File: config.mk
export PLATFORM = sky130hd
export DESIGN_NAME = sub64_share_arb
export DESIGN_NICKNAME = d
export VERILOG_FILES = /design/src/rtl/sub64_share_arb.sv
export SDC_FILE = /design/constraint.sdc
export NUM_CORES = 1
export LEC_CHECK = 0
export CORE_AREA = 4 4 227 229
export DETAILED_ROUTE_END_ITERATION = 16
export DIE_AREA = 0 0 231 233
export GPL_TIMING_DRIVEN = 1
export PLACE_DENSITY = 0.41
export SYNTH_ARGS = -nofsm -noshare
export SYNTH_HDL_FRONTEND = slang
export SYNTH_SLANG_ARGS = --single-unit
File: constraint.sdc
create_clock -name clk -period 3.3 [get_ports clk]
set_clock_uncertainty 0.15 [all_clocks]
set_input_delay 0.66 -clock clk [delete_from_list [all_inputs] [get_ports clk]]
set_output_delay 0.66 -clock clk [all_outputs]
set_load 0.005 [all_outputs]
File: src/rtl/sub64_share_arb.sv
// Two-port arbiter/sequencer for the shared SUB64 subtractor, with lock ownership and a lock watchdog.
// Define SUB64_ARB_RESULT_REG_EN to register y0/y1 and their valid strobes (one cycle of result latency).
module sub64_share_arb #(
    parameter int unsigned MAX_LOCK = 32
) (
    input  logic        clk,
    input  logic        rst_n,
    input  logic        req0,
    input  logic        req1,
    input  logic        lock0,
    input  logic        lock1,
    input  logic [63:0] a0,
    input  logic [63:0] b0,
    input  logic [63:0] a1,
    input  logic [63:0] b1,
    output logic        gnt0,
    output logic        gnt1,
    output logic [62:0] y0,
    output logic [62:0] y1,
    output logic        y0_valid,
    output logic        y1_valid,
    output logic        lock_err,
    output logic [63:0] sub_data_in_a,
    output logic [63:0] sub_data_in_b,
    output logic        sub_data_valid,
    input  logic [62:0] sub_data_out
);

    typedef enum logic [1:0] {IDLE, OWN0, OWN1} state_t;

    localparam logic [5:0] MAX_LCNT = 6'(MAX_LOCK);

    state_t      state_q, state_d;
    logic        prio_q, prio_d;
    logic [5:0]  lcnt_q, lcnt_d;
    logic        ban0_q, ban0_d;
    logic        ban1_q, ban1_d;
    logic        lock_err_q, lock_err_d;
    logic        elig0, elig1;
    logic        issue0, issue1;

    always_ff @(posedge clk or negedge rst_n) begin
        if (!rst_n) begin
            state_q    <= IDLE;
            prio_q     <= 1'b0;
            lcnt_q     <= 6'd0;
            ban0_q     <= 1'b0;
            ban1_q     <= 1'b0;
            lock_err_q <= 1'b0;
        end else begin
            state_q    <= state_d;
            prio_q     <= prio_d;
            lcnt_q     <= lcnt_d;
            ban0_q     <= ban0_d;
            ban1_q     <= ban1_d;
            lock_err_q <= lock_err_d;
        end
    end

    // Grant: the owner alone while locked, otherwise round-robin among unbanned requesters.
    always_comb begin
        gnt0  = 1'b0;
        gnt1  = 1'b0;
        elig0 = req0 & ~ban0_q;
        elig1 = req1 & ~ban1_q;
        case (state_q)
            OWN0:    gnt0 = req0;
            OWN1:    gnt1 = req1;
            default: begin
                gnt0 = elig0 & (~elig1 | ~prio_q);
                gnt1 = elig1 & (~elig0 | prio_q);
            end
        endcase
    end

    assign issue0         = req0 & gnt0;
    assign issue1         = req1 & gnt1;
    assign sub_data_valid = issue0 | issue1;
    assign sub_data_in_a  = issue0 ? a0 : (issue1 ? a1 : 64'd0);
    assign sub_data_in_b  = issue0 ? b0 : (issue1 ? b1 : 64'd0);
    assign lock_err       = lock_err_q;

    always_comb begin
        state_d    = state_q;
        prio_d     = prio_q;
        lcnt_d     = lcnt_q;
        ban0_d     = ban0_q & lock0;
        ban1_d     = ban1_q & lock1;
        lock_err_d = 1'b0;
        if (issue0) begin
            prio_d = 1'b1;
        end else if (issue1) begin
            prio_d = 1'b0;
        end
        case (state_q)
            IDLE: begin
                if (issue0 && lock0) begin
                    state_d = OWN0;
                    lcnt_d  = 6'd1;
                end else if (issue1 && lock1) begin
                    state_d = OWN1;
                    lcnt_d  = 6'd1;
                end
            end
            OWN0: begin
                if (!lock0) begin
                    state_d = IDLE;
                    lcnt_d  = 6'd0;
                end else if (lcnt_q < MAX_LCNT) begin
                    lcnt_d = lcnt_q + 6'd1;
                end else begin
                    // Watchdog: revoke, ban until the owner releases lock, hand priority over.
                    state_d    = IDLE;
                    lcnt_d     = 6'd0;
                    lock_err_d = 1'b1;
                    ban0_d     = 1'b1;
                    prio_d     = 1'b1;
                end
            end
            OWN1: begin
                if (!lock1) begin
                    state_d = IDLE;
                    lcnt_d  = 6'd0;
                end else if (lcnt_q < MAX_LCNT) begin
                    lcnt_d = lcnt_q + 6'd1;
                end else begin
                    state_d    = IDLE;
                    lcnt_d     = 6'd0;
                    lock_err_d = 1'b1;
                    ban1_d     = 1'b1;
                    prio_d     = 1'b0;
                end
            end
            default: begin
                state_d = IDLE;
                lcnt_d  = 6'd0;
            end
        endcase
    end

`ifdef SUB64_ARB_RESULT_REG_EN
    logic [62:0] y0_q, y0_d, y1_q, y1_d;
    logic        y0v_q, y1v_q;

    assign y0_d = issue0 ? sub_data_out : y0_q;
    assign y1_d = issue1 ? sub_data_out : y1_q;

    always_ff @(posedge clk or negedge rst_n) begin
        if (!rst_n) begin
            y0_q  <= 63'd0;
            y1_q  <= 63'd0;
            y0v_q <= 1'b0;
            y1v_q <= 1'b0;
        end else begin
            y0_q  <= y0_d;
            y1_q  <= y1_d;
            y0v_q <= issue0;
            y1v_q <= issue1;
        end
    end

    assign y0       = y0_q;
    assign y1       = y1_q;
    assign y0_valid = y0v_q;
    assign y1_valid = y1v_q;
`else
    assign y0       = sub_data_out;
    assign y1       = sub_data_out;
    assign y0_valid = issue0;
    assign y1_valid = issue1;
`endif

endmodule

## Word-level counts from Yosys, hierarchy flattened

Index checks and enable logic that the tools add are counted.

- Add/sub/neg operators: 1
- Multipliers: 0
- Divide/modulo/power cells: 0
- $lt $le $gt $ge: 1
- Equal/unequal tests: 3
- Shift-type cells: 0
- Muxes and demuxes: 35
- Bitwise gates (word level): 16
- Reductions and logical operators: 3

Operators by type and width:

| kind | count |
|---|---|
| 64-bit two-way mux | 4 |
| 6-bit two-way mux | 5 |
| 6-bit one-hot mux with 3 select lines | 1 |
| 1-bit two-way mux | 15 |
| 2-bit two-way mux | 5 |
| 1-bit AND | 8 |
| 1-bit one-hot mux with 2 select lines | 4 |
| 6-bit by 1-bit adder with 6-bit output, second input constant | 1 |
| 6-bit less-than comparator, second input constant | 1 |
| 2-bit one-hot mux with 3 select lines | 1 |
| 1-bit NOT | 5 |
| 3-bit inequality test, second input constant | 1 |
| 1-bit bitwise OR | 3 |
| 2-bit by 1-bit == test with 1-bit output, second input constant | 1 |
| 2-bit == test, second input constant | 1 |
| 1-bit logical AND | 2 |
| 2-bit logical NOT | 1 |

- Register bits: 12
- Latch bits: 0
- Memory bits (writable): 0
- Memory bits (read-only): 0
- Input bits: 325
- Output and inout bits: 260
- Logic and storage cells: 65
- Memories kept: 0

## Logic depth before layout (Yosys ltp)

Gate-level depths: netlist of run 1.

- Depth after elaboration: 12
- Mapped depth: 9
- Mapped depth without buffers: 6

## Least setup slack after synthesis of run 1

OpenSTA, ideal clock, no wires.

- Path type: register -> output
- Start: register state_q[0]
- End: output sub_data_in_b[43]
- Data arrival time: 1.971 ns
- Required time: 2.490 ns
- Path slack: 0.519 ns
- Stages on the path, launching flop included: 8
- Path buffers: 2
- Cells stage by stage: dfrtp_1 > inv_1 > ha_1 > or3b_4 > o21ai_0 > buf_2 > buf_1 > a22o_1

- Cells in the longest elaborated chain, start to end: 5
- Elaborated cells between the ends (all ways): 8
- Classes of those cells: 2 x eq/ne; 4 x mux; 2 x bitwise

RTL lines:

| item | RTL line | text |
|---|---|---|
| start, declared | 33 | `state_t state_q, state_d;` |
| start signal, assigned | 51 | `state_q <= state_d;` |
| 2-bit == test or 2-bit by 1-bit == test with 1-bit output (tied branches) | 66 | `case (state_q)` |
| 1-bit one-hot mux with 2 select lines | 66 |  |
| 1-bit AND | 77 | `assign issue1 = req1 & gnt1;` |
| 64-bit two-way mux | 80 | `assign sub_data_in_b = issue0 ? b0 : (issue1 ? b1 : 64'd0);` |
| 64-bit two-way mux (*) | 80 |  |
| end, declared | 24 | `output logic [63:0] sub_data_in_b,` |

Every way passes the cells marked *; elsewhere a longest branch is shown, timed or not.

## Worst setup path after layout of run 1

- Start: input req1
- End: output sub_data_in_b[40]

- Cells in the longest elaborated chain, start to end: 7
- Elaborated cells between the ends (all ways): 11
- Classes of those cells: 4 x mux; 7 x bitwise

RTL lines:

| item | RTL line | text |
|---|---|---|
| start, declared | 9 | `input logic req1,` |
| 1-bit AND | 65 | `elig1 = req1 & ~ban1_q;` |
| 1-bit NOT | 70 | `gnt0 = elig0 & (~elig1 \| ~prio_q);` |
| 1-bit bitwise OR | 70 |  |
| 1-bit AND | 70 |  |
| 1-bit one-hot mux with 2 select lines | 66 |  |
| 1-bit AND | 76 | `assign issue0 = req0 & gnt0;` |
| 64-bit two-way mux (*) | 80 |  |

Marks and branches as above.

==> results of run 1 <==
## final timing paths
check,end,depth (start not counted)
worst max-delay path,sub_data_in_b[40],9
worst min-delay path,lcnt_q[4]$_DFFE_PN0P_,2
worst max register to register,lcnt_q[5]$_DFFE_PN0P_,7
worst min register to register,lcnt_q[4]$_DFFE_PN0P_,2
max in group asynchronous,state_q[1]$_DFFE_PN0P_,1
min in group asynchronous,lcnt_q[3]$_DFFE_PN0P_,1
## cells in the mapped netlist, types with 2 or more instances
master	n	area share [%]
buf_1	6	0.75
a22oi_1	3	0.75
dfrtp_1	12	10
nand2b_1	5	1.0
nor3_1	2	0.33
buf_2	15	2.5
o31ai_1	2	0.50
nand2_1	6	0.75
a21oi_1	5	0.83
buf_4	126	31
ha_1	5	2.1
clkbuf_1	10	1.2
nor2_1	4	0.50
o32ai_1	4	1.2
nand3_1	8	1.3
nand4_1	2	0.41
o21ai_0	4	0.66
a22o_1	128	37
inv_1	7	0.87
## worst min-delay path: cells and delay by family (launching register included)
family,cells,cell delay (ns)
compound gates,1,0.10
buf+inv,1,0.06
flops,1,0.34
## registers in the layout, indices dropped and copies added (netlist names)
name / count
ban0_q: 1
ban1_q: 1
lcnt_q: 6
lock_err: 1
prio_q: 1
state_q: 2
## per-stage QoR
stage | worst slack, ns | power [uW] | cell area [um2] | utilization [%]
finish | 0.06289 | 4860 | 7954 | 16.02
global route | -0.007507 | 5217 | 7954 | 16.02
CTS | -0.1629 | 4819 | 7569 | 15.24
floorplan | 0.5187 | 1825 | 3015 | -
detailed placement | -0.4511 | 4407 | 7286 | 14.67
global placement | -0.4492 | 4441 | 7286 | 14.67
## timing repair
item,4_1_cts,5_1_grt
hold buffers,0,0
gates resized for setup,89,85
cloned,2,1
pin swaps,3,3
setup endpoints to repair,133,70
buffers inserted,10,18
## placed cells by master, fill, tap and decap left out, drive strengths merged, types with 2 or more instances in the layout
| cell | n |
|---|---|
| buf | 85 |
| nand2b | 5 |
| o31ai | 3 |
| nand3 | 8 |
| o21ai | 4 |
| inv | 7 |
| dlygate4sd2 | 61 |
| nor2 | 4 |
| nand2 | 6 |
| o32ai | 4 |
| a21oi | 5 |
| dlymetal6s2s | 63 |
| nor3 | 2 |
| clkdlybuf4s50 | 264 |
| dfrtp | 12 |
| ha | 5 |
| clkbuf | 6 |
| a22oi | 3 |
| a22o | 128 |
| nand4 | 2 |
| clkdlybuf4s15 | 5 |
## kinds of logic after synthesis
kind of cell	count (synthesis)	synth area share (%)
mux	1	0.3320
compound gates	154	44.52
fa+ha+maj	5	2.075
simple gates	33	6.017
buf+inv	165	37.10
flops	12	9.959
## metal layers
| metal | routed length, um | vias to the layer above | GRT usage, % |
|---|---|---|---|
| met2 | 11020 | 399 | 12.71 |
| met1 | 7600 | 1855 | 6.995 |
| met5 | 27 | - | 0 |
| li1 | - | 1932 | - |
| met3 | 3257 | 52 | 4.163 |
| met4 | 1220 | 4 | 3.890 |
## cell type report
type	count	area share [%]
well taps	672	10.57
multi-input cells	193	21.46
repair buffers	480	62.75
flip-flops and latches	12	3.775
inverters	7	0.3303
clock buffers	4	1.117
## power by group
part / total [uW] / internal [uW] / switching, uW / leakage [uW]
clock network: 248 / 183 / 64.9 / 0.0000442
logic: 4410 / 2690 / 1720 / 0.00381
registers: 203 / 177 / 26.0 / 0.000162
==> metrics.md, run 1 <==
| Metric | Value |
|---|---|
| Crit path largest cell delay | 0.41 ns |
| Ant. Diodes | 0 |
| Setup_tns | 0 ns |
| Finished Layout Cells | 1368 |
| Static Leak | 0.004016 uW |
| Placed insts | 1334 |
| Critical path buffers and inverters | 6 |
| FF-to-FF Start | state_q[0]$_DFFE_PN0P_ |
| Final setup viols | 0 |
| Die Span X | 231 um |
| GRT Util Overall | 7.369% |
| Min-delay src | lcnt_q[4]$_DFFE_PN0P_ |
| Fin. Hold Viols | 0 |
| TritonCTS buffer count | 3 |
| Antenna viol nets, final | 0 |
| Worst-path clk slew | 0.04 ns |
| #FFs+latches synth | 12 |
| Via count | 4242 |
| Gate Count Post-Synth | 370 |
| CP top delay family | buffers and inverters |
| Max Slew Vio Count | 0 |
| Status | complete, no violations |
| Reg2reg setup slack | 0.94 ns |
| EDFF count, synth | 0 |
| Fin crit share | 98.09% |
| First-pass GRT wire length | 29.55 mm |
| I/O Buffers | 395 |
| Root Driver | clkbuf_16 |
| DRC | 0 |
| Post-synth ARST share | 100.0% |
| Post-synth cell types | 35 |
| P per Cell Area | 611.1 nW/um2 |
| Full die area | 53820 um2 |
| Critical path launch point type | input pin |
| Slew @ Worst Pin | 0.5810 ns |
| Multi-input logic area | 1707 um2 |
| Setup CP Type | input pin to primary output |
| RSZ-0062 raised after global routing | true |
| Main flop type after synthesis | dfrtp_1 |
| CP Data Arrival Time | 2.43 ns |
| Die H | 233 um |
| Clk buf depth | 2 |
| Worst Setup SP | req1 |
| Worst VDD drop | 0.0003006 V |
| WL final | 23.13 mm |
| Cell chain of the critical path | clkdlybuf4s15_2, or3b_4, o21ai_4, buf_12, buf_16, buf_8, buf_12, a22o_1, dlygate4sd2_1 |
| Crit path capture type | primary output |
| Site Rows | 82 |
| Vias in the first global route | 4586 |
| Initial antenna violation count | 3 |
| GPL Wtd Cong | 0.8173 |
| CTS tree | yes |
| Fraction of layout cells with a size suffix above 1 | 16.09% |
| Synth Warn # | 0 |
| Avg WL per Cell | 16.90 um |
| Sink Count | 12 |
| # Max-Cap Violations | 0 |
| Slowest-stage cell, CP | or3b_4 |
| Post-DP HPWL | 19.28 mm |
| Initial core utilization | 6.072% |
| Hold Path Class | register to register |
| Largest net degree at the start of global routing | 26 |
| I/O Pins | 585 |
| Final hold slack | 0.3959 ns |
| Gr ovfl total | 0 |
| CP required | 2.49 ns |
| Flip-flop and latch area | 300.3 um2 |
| CORE AREA | 49660 um2 |
| Register area share after synthesis | 9.959% |
| Skew-Pair Late Insertion Delay | 0.24 ns |
| Worst-path maximum fanout | 13 |
| FMAX | 308.9 MHz |
| Cell mode on critical path | buf_12 |
| Synthesized Nets | 700 |
| Area Overhead vs Synth | 163.8% |
| Vias per cell | 3.101 |
| # nets final | 1027 |
| Starting DRC count in detailed routing | 89 |
| Slew headroom | 61.14% |
| Synthesized area | 3015 um2 |
| H-tree depth | 1 |
| Filler Cell Count | 5652 |
| Crit path time final | 3.237 ns |
| Syn Area/Cell | 8.150 um2 |
| Pre-Repair DR Iteration Count | 4 |
Note: power is estimated with default switching activity, not from simulation.
==> inputs of run 2 (changes only) <==
GPL_ROUTABILITY_DRIVEN = 1   (was default)
==> results of run 2 <==
Final layout, timing and power as in run 1 (identical DEF).
